### src/rtl/sr_ctrl_arbiter_if.sv
// sr_ctrl_arbiter_if -- bundle between requesters/SRFF and the SR control arbiter.
//   req     : per-requester operation request (level, held until done)
//   op      : per-requester operation, 1 = set, 0 = clear
//   q       : feedback from the controlled SRFF output
//   err_clr : clears the sticky feedback error
//   S, R    : set / reset drive to the SRFF
//   gnt     : one-hot grant, zero when idle
//   done    : one-cycle completion pulse to the granted requester
//   busy    : arbiter not idle
//   err     : sticky feedback-mismatch flag
interface sr_ctrl_arbiter_if #(
  parameter int N_REQ = 4
);
  logic [N_REQ-1:0] req;
  logic [N_REQ-1:0] op;
  logic             q;
  logic             err_clr;
  logic             S;
  logic             R;
  logic [N_REQ-1:0] gnt;
  logic [N_REQ-1:0] done;
  logic             busy;
  logic             err;

  modport master (
    output req, op, q, err_clr,
    input  S, R, gnt, done, busy, err
  );

  modport slave (
    input  req, op, q, err_clr,
    output S, R, gnt, done, busy, err
  );
endinterface

### src/rtl/sr_ctrl_arbiter.sv
// sr_ctrl_arbiter -- round-robin arbiter that lets one of N_REQ requesters at a
// time set or clear an external SR flip-flop with a PULSE_W-cycle S/R pulse,
// then checks the flop's feedback.
//   clk   : sole clock, rising edge
//   reset : asynchronous, active-low
//   bus   : sr_ctrl_arbiter_if.slave (req/op/q/err_clr in, S/R/gnt/done/busy/err out)
//
//   state | meaning
//   IDLE  | no operation; winner picked at the edge that leaves IDLE
//   PULSE | S or R driven for PULSE_W cycles, gnt held
//   CHECK | drives released, done pulsed, q compared at the closing edge
//
// All outputs come straight from flops whose next values are derived from the
// next state, so no input reaches an output combinationally.
module sr_ctrl_arbiter #(
  parameter int N_REQ   = 4,
  parameter int PULSE_W = 2
) (
  input  logic              clk,
  input  logic              reset,
  sr_ctrl_arbiter_if.slave  bus
);

  localparam int PW = $clog2(N_REQ);

  typedef enum logic [1:0] {IDLE, PULSE, CHECK} state_t;

  state_t           state, state_nx;
  logic [PW-1:0]    ptr, ptr_nx;
  logic [PW-1:0]    win, win_nx;
  logic             op_lat, op_lat_nx;
  logic [3:0]       cnt, cnt_nx;

  logic             s_r, s_nx;
  logic             r_r, r_nx;
  logic [N_REQ-1:0] gnt_r, gnt_nx;
  logic [N_REQ-1:0] done_r, done_nx;
  logic             busy_r, busy_nx;
  logic             err_r, err_nx;

  logic             found;
  logic [PW-1:0]    pick;
  logic [PW-1:0]    idx;

  // Round-robin search starting at ptr.
  always_comb begin
    found = 1'b0;
    pick  = '0;
    idx   = '0;
    for (int k = 0; k < N_REQ; k++) begin
      idx = PW'((int'(ptr) + k) % N_REQ);
      if (!found && bus.req[idx]) begin
        found = 1'b1;
        pick  = idx;
      end
    end
  end

  always_comb begin
    state_nx  = state;
    ptr_nx    = ptr;
    win_nx    = win;
    op_lat_nx = op_lat;
    cnt_nx    = cnt;
    err_nx    = err_r;
    if (bus.err_clr) err_nx = 1'b0;

    case (state)
      IDLE: begin
        if (found) begin
          win_nx    = pick;
          op_lat_nx = bus.op[pick];
          cnt_nx    = 4'(PULSE_W - 1);
          ptr_nx    = PW'((int'(pick) + 1) % N_REQ);
          state_nx  = PULSE;
        end
      end
      PULSE: begin
        if (cnt == 4'd0) state_nx = CHECK;
        else             cnt_nx   = cnt - 4'd1;
      end
      CHECK: begin
        state_nx = IDLE;
        // Set has priority over a coincident err_clr.
        if (bus.q != op_lat) err_nx = 1'b1;
      end
      default: state_nx = IDLE;
    endcase

    s_nx    = (state_nx == PULSE) &&  op_lat_nx;
    r_nx    = (state_nx == PULSE) && !op_lat_nx;
    gnt_nx  = (state_nx != IDLE)  ? (N_REQ'(1) << win_nx) : '0;
    done_nx = (state_nx == CHECK) ? (N_REQ'(1) << win_nx) : '0;
    busy_nx = (state_nx != IDLE);
  end

  always_ff @(posedge clk or negedge reset) begin
    if (!reset) begin
      state  <= IDLE;
      ptr    <= '0;
      win    <= '0;
      op_lat <= 1'b0;
      cnt    <= '0;
      s_r    <= 1'b0;
      r_r    <= 1'b0;
      gnt_r  <= '0;
      done_r <= '0;
      busy_r <= 1'b0;
      err_r  <= 1'b0;
    end else begin
      state  <= state_nx;
      ptr    <= ptr_nx;
      win    <= win_nx;
      op_lat <= op_lat_nx;
      cnt    <= cnt_nx;
      s_r    <= s_nx;
      r_r    <= r_nx;
      gnt_r  <= gnt_nx;
      done_r <= done_nx;
      busy_r <= busy_nx;
      err_r  <= err_nx;
    end
  end

  assign bus.S    = s_r;
  assign bus.R    = r_r;
  assign bus.gnt  = gnt_r;
  assign bus.done = done_r;
  assign bus.busy = busy_r;
  assign bus.err  = err_r;

endmodule

### src/flat_wrapper.sv
// flat-port wrapper written by rule: the top's interface ports become plain ports
module sr_ctrl_arbiter_flat 
#(
  parameter int N_REQ   = 4,
  parameter int PULSE_W = 2
)
  (clk, reset, bus_req, bus_op, bus_q, bus_err_clr, bus_S, bus_R, bus_gnt, bus_done, bus_busy, bus_err);
  sr_ctrl_arbiter_if #(.N_REQ(N_REQ)) bus_i ();
  input  logic clk;
  input  logic reset;
  input wire logic [$bits(bus_i.req)-1:0] bus_req;
  input wire logic [$bits(bus_i.op)-1:0] bus_op;
  input wire logic [$bits(bus_i.q)-1:0] bus_q;
  input wire logic [$bits(bus_i.err_clr)-1:0] bus_err_clr;
  output wire logic [$bits(bus_i.S)-1:0] bus_S;
  output wire logic [$bits(bus_i.R)-1:0] bus_R;
  output wire logic [$bits(bus_i.gnt)-1:0] bus_gnt;
  output wire logic [$bits(bus_i.done)-1:0] bus_done;
  output wire logic [$bits(bus_i.busy)-1:0] bus_busy;
  output wire logic [$bits(bus_i.err)-1:0] bus_err;
  assign bus_i.req = bus_req;
  assign bus_i.op = bus_op;
  assign bus_i.q = bus_q;
  assign bus_i.err_clr = bus_err_clr;
  assign bus_S = bus_i.S;
  assign bus_R = bus_i.R;
  assign bus_gnt = bus_i.gnt;
  assign bus_done = bus_i.done;
  assign bus_busy = bus_i.busy;
  assign bus_err = bus_i.err;
  sr_ctrl_arbiter #(.N_REQ(N_REQ), .PULSE_W(PULSE_W)) u_core (.clk(clk), .reset(reset), .bus(bus_i));
endmodule
### config.mk
export PLATFORM = sky130hd
export DESIGN_NAME = sr_ctrl_arbiter_flat
export DESIGN_NICKNAME = d
export VERILOG_FILES = /design/src/rtl/sr_ctrl_arbiter_if.sv /design/src/rtl/sr_ctrl_arbiter.sv /design/src/flat_wrapper.sv
export SDC_FILE = /design/constraint.sdc
export NUM_CORES = 1
export LEC_CHECK = 0
export CORE_AREA = 3 3 51 53
export CTS_BUF_LIST = sky130_fd_sc_hd__clkbuf_16
export CTS_CLUSTER_SIZE = 10
export DETAILED_ROUTE_END_ITERATION = 8
export DIE_AREA = 0 0 54 56
export PLACE_DENSITY = 0.76
export SETUP_SLACK_MARGIN = 0.02
export SYNTH_ARGS = -nofsm -noshare
export SYNTH_HDL_FRONTEND = slang
export SYNTH_SLANG_ARGS = --single-unit
### constraint.sdc
create_clock -name clk -period 3.4 [get_ports clk]
set_input_delay 0.68 -clock clk [delete_from_list [all_inputs] [get_ports clk]]
set_output_delay 0.68 -clock clk [all_outputs]
set_load 0.05 [all_outputs]
==> results of run 1 <==
==> cell usage in the layout, fill, tap and decap left out, types with 2 or more instances in the layout <==
cell,synthesis,final
nor2_1,7,7
clkdlybuf4s50_1,0,23
nor3_1,7,7
nand2_1,7,7
xor2_1,4,4
a21oi_1,6,6
or3_1,2,2
o21ai_0,2,2
o31ai_1,2,2
o21a_1,2,2
nor2b_1,2,2
ha_1,2,2
clkbuf_16,0,3
nand2b_1,3,3
inv_1,10,10
dfrtp_1,23,23
mux2i_1,2,2
==> layout make-up <==
| cell class | instances | area share [%] |
|---|---|---|
| inverter | 10 | 2.66 |
| sequential | 23 | 40.8 |
| timing repair buffer | 23 | 16.3 |
| clock buffer | 3 | 5.32 |
| tap | 28 | 2.48 |
| clock inverter | 1 | 0.355 |
| multi-input combinational | 65 | 32.0 |
==> per-stage QoR <==
| step | setup slack, ns | cells | util [%] | area, sq um | hold slack (ns) |
|---|---|---|---|---|---|
| 2_1_floorplan | 1.56 | 100 | - | 1080 | 0.384 |
| 3_3_place_gp | 0.850 | 149 | 60.7 | 1330 | 0.482 |
| 3_5_place_dp | 0.700 | 149 | 60.7 | 1330 | 0.481 |
| 4_1_cts | 0.899 | 153 | 64.4 | 1410 | 0.495 |
| 5_1_grt | 0.651 | 153 | 64.4 | 1410 | 0.515 |
| 6_report | 0.833 | 153 | 64.4 | 1410 | 0.492 |
==> cells by family after synthesis <==
family	share of synthesized area, %
and+or+nand+nor	18.3
AOI/OAI and AO/OA	15.0
buffers and inverters	4.98
xor gates and xnor gates	3.24
muxes	2.89
DFF	53.2
adders and majority gates	2.31
==> worst min-delay path by stage <==
stage | start | endpoint | depth (start not counted)
after floorplan | reset | u_core.bus.R | 0
after global placement | u_core.cnt[0] | u_core.cnt[0] | 1
after detailed placement | u_core.cnt[0] | u_core.cnt[0] | 1
after CTS | u_core.cnt[0] | u_core.cnt[0] | 1
after global routing | u_core.win[1] | u_core.bus.done[1] | 1
final | u_core.bus.err | u_core.bus.err | 1
==> worst max-delay path, cell delays in order <==
cell and delay (ns):
clkdlybuf4s50_1 0.48, nor4_2 0.45, or3_1 0.39, nor3_2 0.12
a21oi_1 0.27, inv_1 0.13, nor3_1 0.19
==> synth_stat cells <==
cell	number	area, sq um
mux2_2	1	11.3
or3_1	2	12.5
ha_1	2	25.0
nor2_1	7	26.3
a21oi_1	6	30.0
buf_6	1	11.3
nor3_2	1	10.0
nor4_2	1	12.5
o31ai_1	2	15.0
mux2i_1	2	20.0
o221ai_2	1	15.0
o31ai_4	1	21.3
inv_1	10	37.5
or4_1	1	7.51
nand2_1	7	26.3
xor2_1	4	35.0
a21boi_0	1	7.51
o21ai_0	2	10.0
dfrtp_1	23	576
nor3b_2	1	12.5
o311ai_0	1	8.76
a21o_1	1	7.51
nand3b_1	1	7.51
o21a_1	2	15.0
nor3b_1	1	7.51
nor2b_1	2	12.5
nand2b_1	3	18.8
buf_2	1	5.00
a221oi_1	1	8.76
nor3_1	7	35.0
o22ai_1	1	6.26
or3b_1	1	8.76
a22oi_1	1	7.51
a32o_1	1	10.0
==> power by group <==
group,internal (W),leakage [nW],switching [W]
registers,0.000380,0.290,0.0000765
logic,0.000252,0.301,0.000441
clock network,0.000158,0.0409,0.0000911
total,0.000790,0.632,0.000608
==> layer usage <==
| layer | global-route usage (%) | vias up | wire length [um] |
|---|---|---|---|
| met3 | 3.22 | 2 | 107 |
| met2 | 28.7 | 27 | 1200 |
| met1 | 21.2 | 419 | 931 |
| li1 | - | 401 | - |
| met5 | 0 | - | 0 |
| met4 | 3.20 | 0 | 12 |
==> registers in the layout (all words and copies together) (netlist names) <==
name	cells
u_core.bus.err	1
u_core.bus.gnt	4
u_core.ptr	2
u_core.bus.done	4
u_core.state	2
u_core.win	2
u_core.bus.S	1
u_core.bus.R	1
u_core.bus.busy	1
u_core.cnt	4
u_core.op_lat	1
==> flow_metrics.tcl, run 1 <==
set metrics [dict create \
    multiInputGateArea_sq_um 452 \
    core_area_sq_um 2190 \
    crit_type "in2reg" \
    cts-root-buf "clkbuf_16" \
    cts.sinks 23 \
    cts_buffer_depth 2 \
    cp.arrival_ns 2.72 \
    viasPerCell 5.55 \
    overflow 0 \
    drive_above_1_share_pct 8.00 \
    wire_per_inst_um 14.7 \
    final.setup.tns_ns 0 \
    crit_end "u_core.bus.gnt[0]" \
    num_rows 17 \
    fp.dieH_um 56 \
    cts_tree "built" \
    synth_nets 114 \
    grt_usage_pct 16.7 \
    routed-via-count 849 \
    dp_hpwl_mm 1.69 \
    yosysUniqueCellTypes 34 \
    htree_num_levels 1 \
    grt_first_pass_wirelength_mm 3.85 \
    worst_pin_slew_ns 0.997 \
    cts-buffers-inserted 3 \
    min_period_ns 2.57 \
    relSlewSlack_pct 33.4 \
    synth_area_sq_um 1080 \
    yosysSeqAreaShare_pct 53.2 \
    drt_wl_total_mm 2.25 \
    r2r_start "u_core.cnt[0]" \
    postSynthCellCount 100 \
    cp-start-kind "primary input" \
    globalplace.congestion 0.811 \
    p_per_area_nw_per_um2 991 \
    drt-initial-drc-count 20 \
    fin_nets 140 \
    initial_core_util_pct 49.3 \
    r2r_slack_ns 1.40 \
    hold_class "reg2reg" \
    first_global_vias 873 \
    io_buffers 23 \
    setup_viol_count_final 0 \
    n_antenna_cell 0 \
    peakVddDrop_v 0.000552 \
    clock.fmax_ghz 0.390 \
    status "completed" \
    ctsResizeCount 0 \
    syn2layout_area_growth_pct 30.4 \
    ys.warnings.count 0 \
    rr_endpoint "u_core.cnt[3]" \
    finalHoldViolations 0 \
    crit_path_max_fanout 9 \
    clkTransAtPathRegs_ns 0.06 \
    synth-seq-cells 23 \
    worstPathRequired_ns 3.55 \
    insertion_delay_ns 0.25 \
    hold_buffers 0 \
    p_total_w 0.00140 \
    grt_max_degree 24 \
    post-route-period-util_pct 75.5 \
    skew_ns 0.00146 \
    postRouteAntennaNets 0 \
    drc 0 \
    postCtsSetupBuffers 0 \
    die_area_sq_um 3020 \
    p_leak_nw 0.632 \
    slew_violations 0 \
    dr.pass1.iters 4 \
    rsz0062_at_grt "false" \
    reg2reg_depth 7 \
    cap_viol_max_count 0 \
    grt_antenna_before_repair 0 \
    chipWidth_um 54 \
    syn_area_per_cell_sq_um 10.8 \
    seqCellArea_sq_um 576 \
    crit_start "bus_req[2]" \
    cp-end-kind "flop" \
    ios 24 \
    fill_cells 181 \
]
Power figures use the tool's default switching activity.
==> run 2, diff against run 1 <==
--- a/config.mk
+++ b/config.mk
@@ -5,12 +5,12 @@
 export SDC_FILE = /design/constraint.sdc
 export NUM_CORES = 1
 export LEC_CHECK = 0
-export CORE_AREA = 3 3 51 53
+export CORE_AREA = 3 3 54 56
 export CTS_BUF_LIST = sky130_fd_sc_hd__clkbuf_16
 export CTS_CLUSTER_SIZE = 10
 export DETAILED_ROUTE_END_ITERATION = 8
-export DIE_AREA = 0 0 54 56
-export PLACE_DENSITY = 0.76
+export DIE_AREA = 0 0 57 59
+export PLACE_DENSITY = 0.72
 export SETUP_SLACK_MARGIN = 0.02
 export SYNTH_ARGS = -nofsm -noshare
 export SYNTH_HDL_FRONTEND = slang
==> constraint.sdc (replaced) <==
create_clock -name clk -period 2.2 [get_ports clk]
set_input_delay 0.44 -clock clk [delete_from_list [all_inputs] [get_ports clk]]
set_output_delay 0.44 -clock clk [all_outputs]
set_load 0.05 [all_outputs]
==> run 2 against run 1 <==
Register-to-register slack worse by 1.1 ns. Final cell count is 8.5% higher. Clock power increased by 57%. Flip-flop and latch count unchanged. Via count rose by 2.5%. Critical path depth is 1 higher. Clock skew up 0.0020 ns. Sequential share of layout area shrank 2.5 points. Cell area rose by 6.4%. Hold slack better by 0.0063 ns. Highest routed layer unchanged. Global-route usage down 1.3 points. Sequential power up 55%. Critical path type unchanged.
==> flow_metrics.tcl, run 2 (synthesis gave the netlist of run 1 again) <==
set metrics [dict create \
    critPathTopFamily "buffers and inverters" \
    cts.sinks 23 \
    p_int_w 0.00131 \
    p_sw_share_pct 42.1 \
    postCtsSetupBuffers 0 \
    rsz0062_at_grt "false" \
    wire_per_inst_um 14.0 \
    worst_pin_slew_ns 0.498 \
    clkTransAtPathRegs_ns 0.06 \
    fp.dieH_um 59 \
    viasPerCell 5.24 \
    grt_antenna_before_repair 0 \
    post-route-period-util_pct 89.4 \
    insertion_delay_ns 0.25 \
    cts_buffer_depth 2 \
    cp-end-kind "flop" \
    path_cells "clkdlybuf4s50_1, nor2b_1, a221oi_1, buf_4, nor3_2, a21oi_1, inv_1, nor3_1" \
    grt_first_pass_wirelength_mm 3.93 \
    r2r_start "u_core.cnt[0]" \
    first_global_vias 922 \
    status "completed" \
    drive_above_1_share_pct 16.2 \
    cts_tree "built" \
    dp_hpwl_mm 1.77 \
    io_buffers 23 \
    seqCellArea_sq_um 576 \
    initial_core_util_pct 43.6 \
    num_rows 18 \
    min_period_ns 1.97 \
    clock.fmax_ghz 0.509 \
    holdPathEnd "u_core.bus.done[1]" \
    final_cell_mix "clkdlybuf4s50_1, dfrtp_1, buf_4" \
    worstPathRequired_ns 2.37 \
    cap_viol_max_count 0 \
    switchingPower_w 0.000951 \
    seqPwrFrac_pct 31.3 \
    relSlewSlack_pct 66.7 \
    n_antenna_cell 0 \
    skew_ns 0.00341 \
    hold_depth 1 \
    postRouteAntennaNets 0 \
    core_area_sq_um 2480 \
    chipWidth_um 57 \
    routed-via-count 870 \
    power_frac_clock_pct 17.3 \
    grt_max_degree 24 \
    htree_num_levels 1 \
    r2r_slack_ns 0.34 \
    fill_cells 210 \
    dr.pass1.iters 4 \
    reg2reg_depth 7 \
    slew_violations 0 \
    path_buf_inv 3 \
    path_depth 8 \
    setup_viol_count_final 0 \
    p_leak_nw 0.686 \
    drc 0 \
    p_per_area_nw_per_um2 1510 \
    cts-root-buf "clkbuf_16" \
    cp-start-kind "primary input" \
    finalHoldViolations 0 \
    p_total_w 0.00226 \
    fin_nets 151 \
    die_area_sq_um 3360 \
    drt_wl_total_mm 2.33 \
    crit_path_max_incr_delay_ns 0.58 \
    ios 24 \
    slowest_stage "clkdlybuf4s50_1" \
    drt-initial-drc-count 17 \
    rr_endpoint "u_core.cnt[3]" \
    grt_usage_pct 15.4 \
    hold_ws_ns 0.498 \
    crit_type "in2reg" \
    pwr-share-comb_pct 51.4 \
    hold_class "reg2reg" \
    globalplace.congestion 0.897 \
    cts-buffers-inserted 3 \
    cp.arrival_ns 2.14 \
    overflow 0 \
    syn2layout_area_growth_pct 38.8 \
    hp-start "u_core.win[1]" \
    peakVddDrop_v 0.000757 \
    crit_path_max_fanout 6 \
    multiInputGateArea_sq_um 457 \
]
## run 2: power groups by stage
stage / Clock, W / Sequential [W] / Combinational, W
after floorplan: 0 / 0.000909 / 0.000571
after global placement: 0 / 0.000708 / 0.00113
after detailed placement: 0 / 0.000713 / 0.00114
after CTS: 0.000393 / 0.000707 / 0.00116
after global routing: 0.000412 / 0.000729 / 0.00126
final: 0.000391 / 0.000707 / 0.00116
## run 2: worst max path at each step
stage,to,slack [ns],start
final,u_core.bus.gnt[0],0.23,bus_req[1]
after global routing,u_core.bus.gnt[0],0.11,bus_req[2]
after CTS,u_core.bus.gnt[0],0.17,bus_req[2]
after detailed placement,u_core.bus.gnt[3],-0.05,bus_req[1]
after global placement,u_core.bus.gnt[1],-0.01,bus_req[1]
after floorplan,u_core.cnt[3],0.39,u_core.cnt[0]
## run 2: per-stage QoR
| step | utilization [%] | area [sq um] | std cells | worst slack (ns) | setup TNS, ns |
|---|---|---|---|---|---|
| 4_1_cts | 60.4 | 1500 | 166 | 0.173 | 0 |
| 6_report | 60.6 | 1500 | 166 | 0.234 | 0 |
| 3_3_place_gp | 57.1 | 1420 | 162 | -0.0133 | -0.0133 |
| 3_5_place_dp | 57.1 | 1420 | 162 | -0.0549 | -0.194 |
| 5_1_grt | 60.6 | 1500 | 166 | 0.114 | 0 |
| 2_1_floorplan | - | 1080 | 100 | 0.391 | 0 |
## run 2: timing repair
item,4_1_cts,5_1_grt
setup endpoints to repair,0,1
hold buffers,0,0
gates resized for setup,0,1
## run 2: layout make-up
type                       instances  area share, %
timing repair buffer              34           20.9
tap                               30           2.50
inverter                          10           2.50
clock buffer                       3           5.00
multi-input combinational         65           30.4
sequential                        23           38.4
clock inverter                     1          0.334
## run 2: routing by layer
metal	wire [um]	global-route usage, %	up-vias
li1	-	-	420
met2	1290	27.1	12
met3	76	3.92	5
met4	39	9.93	0
met5	0	0	-
met1	921	16.4	433
==> run 3, diff against run 2 <==
--- a/config.mk
+++ b/config.mk
@@ -5,13 +5,16 @@
 export SDC_FILE = /design/constraint.sdc
 export NUM_CORES = 1
 export LEC_CHECK = 0
-export CORE_AREA = 3 3 54 56
+export CELL_PAD_IN_SITES_DETAIL_PLACEMENT = 1
+export CELL_PAD_IN_SITES_GLOBAL_PLACEMENT = 2
+export CORE_AREA = 3 3 67 69
 export CTS_BUF_LIST = sky130_fd_sc_hd__clkbuf_16
 export CTS_CLUSTER_SIZE = 10
 export DETAILED_ROUTE_END_ITERATION = 8
-export DIE_AREA = 0 0 57 59
-export PLACE_DENSITY = 0.72
+export DIE_AREA = 0 0 70 72
+export PLACE_DENSITY_LB_ADDON = 0.1
 export SETUP_SLACK_MARGIN = 0.02
 export SYNTH_ARGS = -nofsm -noshare
 export SYNTH_HDL_FRONTEND = slang
 export SYNTH_SLANG_ARGS = --single-unit
+export TNS_END_PERCENT = 5
==> constraint.sdc (replaced) <==
create_clock -name clk -period 2.2 [get_ports clk]
set_input_delay 0.44 -clock clk [delete_from_list [all_inputs] [get_ports clk]]
set_output_delay 0.44 -clock clk [all_outputs]
set_load 0.1 [all_outputs]
==> run 3 against run 2 <==
Clock skew up 0.0016 ns. Cell area up 2.3%. Flip-flop and latch count unchanged. Hold slack worse by 0.0029 ns. Via count up 1.4%. Global-route usage down 2.4 points. Highest routed layer unchanged.
==> flow_metrics.tcl, run 3 (synthesis gave the netlist of run 1 again) <==
set metrics [dict create \
    viasPerCell 4.62 \
    cts_tree "built" \
    insertion_delay_ns 0.25 \
    utilization_pct 38.6 \
    setup_viol_count_final 0 \
    fin_nets 156 \
    met3WireLength_um 98 \
    p_per_area_nw_per_um2 1660 \
    dp_slack_ns -0.154 \
    p_sw_share_pct 48.3 \
    slew_violations 0 \
    post-route-period-util_pct 94.3 \
    clkTransAtPathRegs_ns 0.06 \
    grt_first_pass_wirelength_mm 5.22 \
    drc 0 \
    finalHoldViolations 0 \
    wire_per_inst_um 14.7 \
    seqPwrFrac_pct 28.1 \
    drive_above_1_share_pct 27.7 \
    cts-buffers-inserted 3 \
    htree_num_levels 1 \
    dp_hpwl_mm 2.19 \
    switchingPower_w 0.00123 \
    cts.sinks 23 \
    p_total_w 0.00255 \
    status "completed" \
    final_cell_mix "buf_4, dfrtp_1, clkdlybuf4s50_1" \
    pwr-share-comb_pct 56.6 \
    min_period_ns 2.07 \
    grt_usage_pct 13.0 \
    peakVddDrop_v 0.000572 \
    core_area_sq_um 3970 \
    met2_length_mm 1.49 \
    power_frac_clock_pct 15.3 \
    worst_pin_slew_ns 0.599 \
    n_antenna_cell 0 \
    globalplace.congestion 0.748 \
    clock.fmax_ghz 0.482 \
    io_buffers 23 \
    grt_max_degree 24 \
    cap_viol_max_count 0 \
    cp.arrival_ns 2.18 \
    skew_ns 0.00499 \
    hp-start "u_core.cnt[0]" \
    drt-initial-drc-count 28 \
    cts-root-buf "clkbuf_16" \
    p_leak_nw 0.730 \
    crit_start "bus_req[0]" \
    drt_wl_total_mm 2.81 \
    fp.dieH_um 72 \
    relSlewSlack_pct 60.0 \
    cts_buffer_depth 2 \
    hold_class "reg2reg" \
    layout_commonest_cell "buf_4" \
    postRouteAntennaNets 0 \
    ios 24 \
    cp-start-kind "primary input" \
    chipWidth_um 70 \
    postCtsSetupBuffers 0 \
    r2r_slack_ns 0.26 \
    die_area_sq_um 5040 \
    syn2layout_area_growth_pct 41.9 \
    dr.pass1.iters 4 \
    crit_path_max_fanout 3 \
    hold_depth 1 \
    first_global_vias 1040 \
    dp.cells 187 \
    finalNonFillerCells 191 \
    p_int_w 0.00132 \
    wl_met1_mm 1.20 \
    cp-end-kind "flop" \
    routed-via-count 882 \
    dr.max_layer_used "met4" \
    worstPathRequired_ns 2.31 \
    crit_type "in2reg" \
    holdPathEnd "u_core.cnt[0]" \
    grt_antenna_before_repair 0 \
    r2r_start "u_core.cnt[0]" \
    initial_core_util_pct 27.2 \
    rsz0062_at_grt "true" \
    rr_endpoint "u_core.cnt[3]" \
    reg2reg_depth 7 \
    num_rows 23 \
    overflow 0 \
    fin_ws_ns 0.125 \
]
## run 3: area by class of cell
| cell class | instances | area (sq um) |
|---|---|---|
| Fill cell | 466 | 2440 |
| Sequential cell | 23 | 576 |
| Multi-Input combinational cell | 65 | 458 |
| Timing Repair Buffer | 39 | 320 |
| Clock buffer | 3 | 75.1 |
| Tap cell | 50 | 62.6 |
| Inverter | 10 | 37.5 |
| Clock inverter | 1 | 5.00 |
## run 3: worst max-delay path by stage
stage                         end  slack (ns)  depth (start not counted)
finish               u_core.bus.S        0.13                          7
global route         u_core.bus.S        0.02                          7
floorplan           u_core.cnt[3]        0.39                          7
detailed placement   u_core.bus.S       -0.15                          7
CTS                  u_core.bus.S        0.11                          7
global placement     u_core.bus.S       -0.14                          7
## run 3: power by group through the flow
| stage | clock network [W] | logic, W | registers [W] |
|---|---|---|---|
| after floorplan | 0 | 0.000571 | 0.00116 |
| after CTS | 0.000403 | 0.00146 | 0.000724 |
| after detailed placement | 0 | 0.00146 | 0.000729 |
| final | 0.000392 | 0.00144 | 0.000717 |
| after global routing | 0.000429 | 0.00158 | 0.000742 |
| after global placement | 0 | 0.00144 | 0.000718 |
## run 3: through the flow
step | instance area [sq um] | setup TNS (ns) | hold slack, ns
after detailed placement | 1450 | -0.801 | 0.490
final | 1530 | 0 | 0.495
after floorplan | 1080 | 0 | 0.144
after CTS | 1530 | 0 | 0.498
after global placement | 1450 | -0.513 | 0.481
after global routing | 1530 | 0 | 0.520
## run 3: critical path, stage by stage
cell and delay, ns:
clkdlybuf4s50_1 0.53, buf_4 0.14, or3b_1 0.38, o221ai_2 0.13, mux2i_1 0.30, nand2b_1 0.14
o311ai_0 0.13
## run 3: routing by layer
layer	GRT usage (%)	vias up
met4	3.83	0
met1	15.3	441
met5	0	-
met3	3.05	2
li1	-	427
met2	23.6	12
## run 3: timing repair
item,in CTS,in global routing
hold endpoints to repair,0,0
gates resized for setup,0,1
endpoints found under the setup margin,0,7
hold buffers,0,0
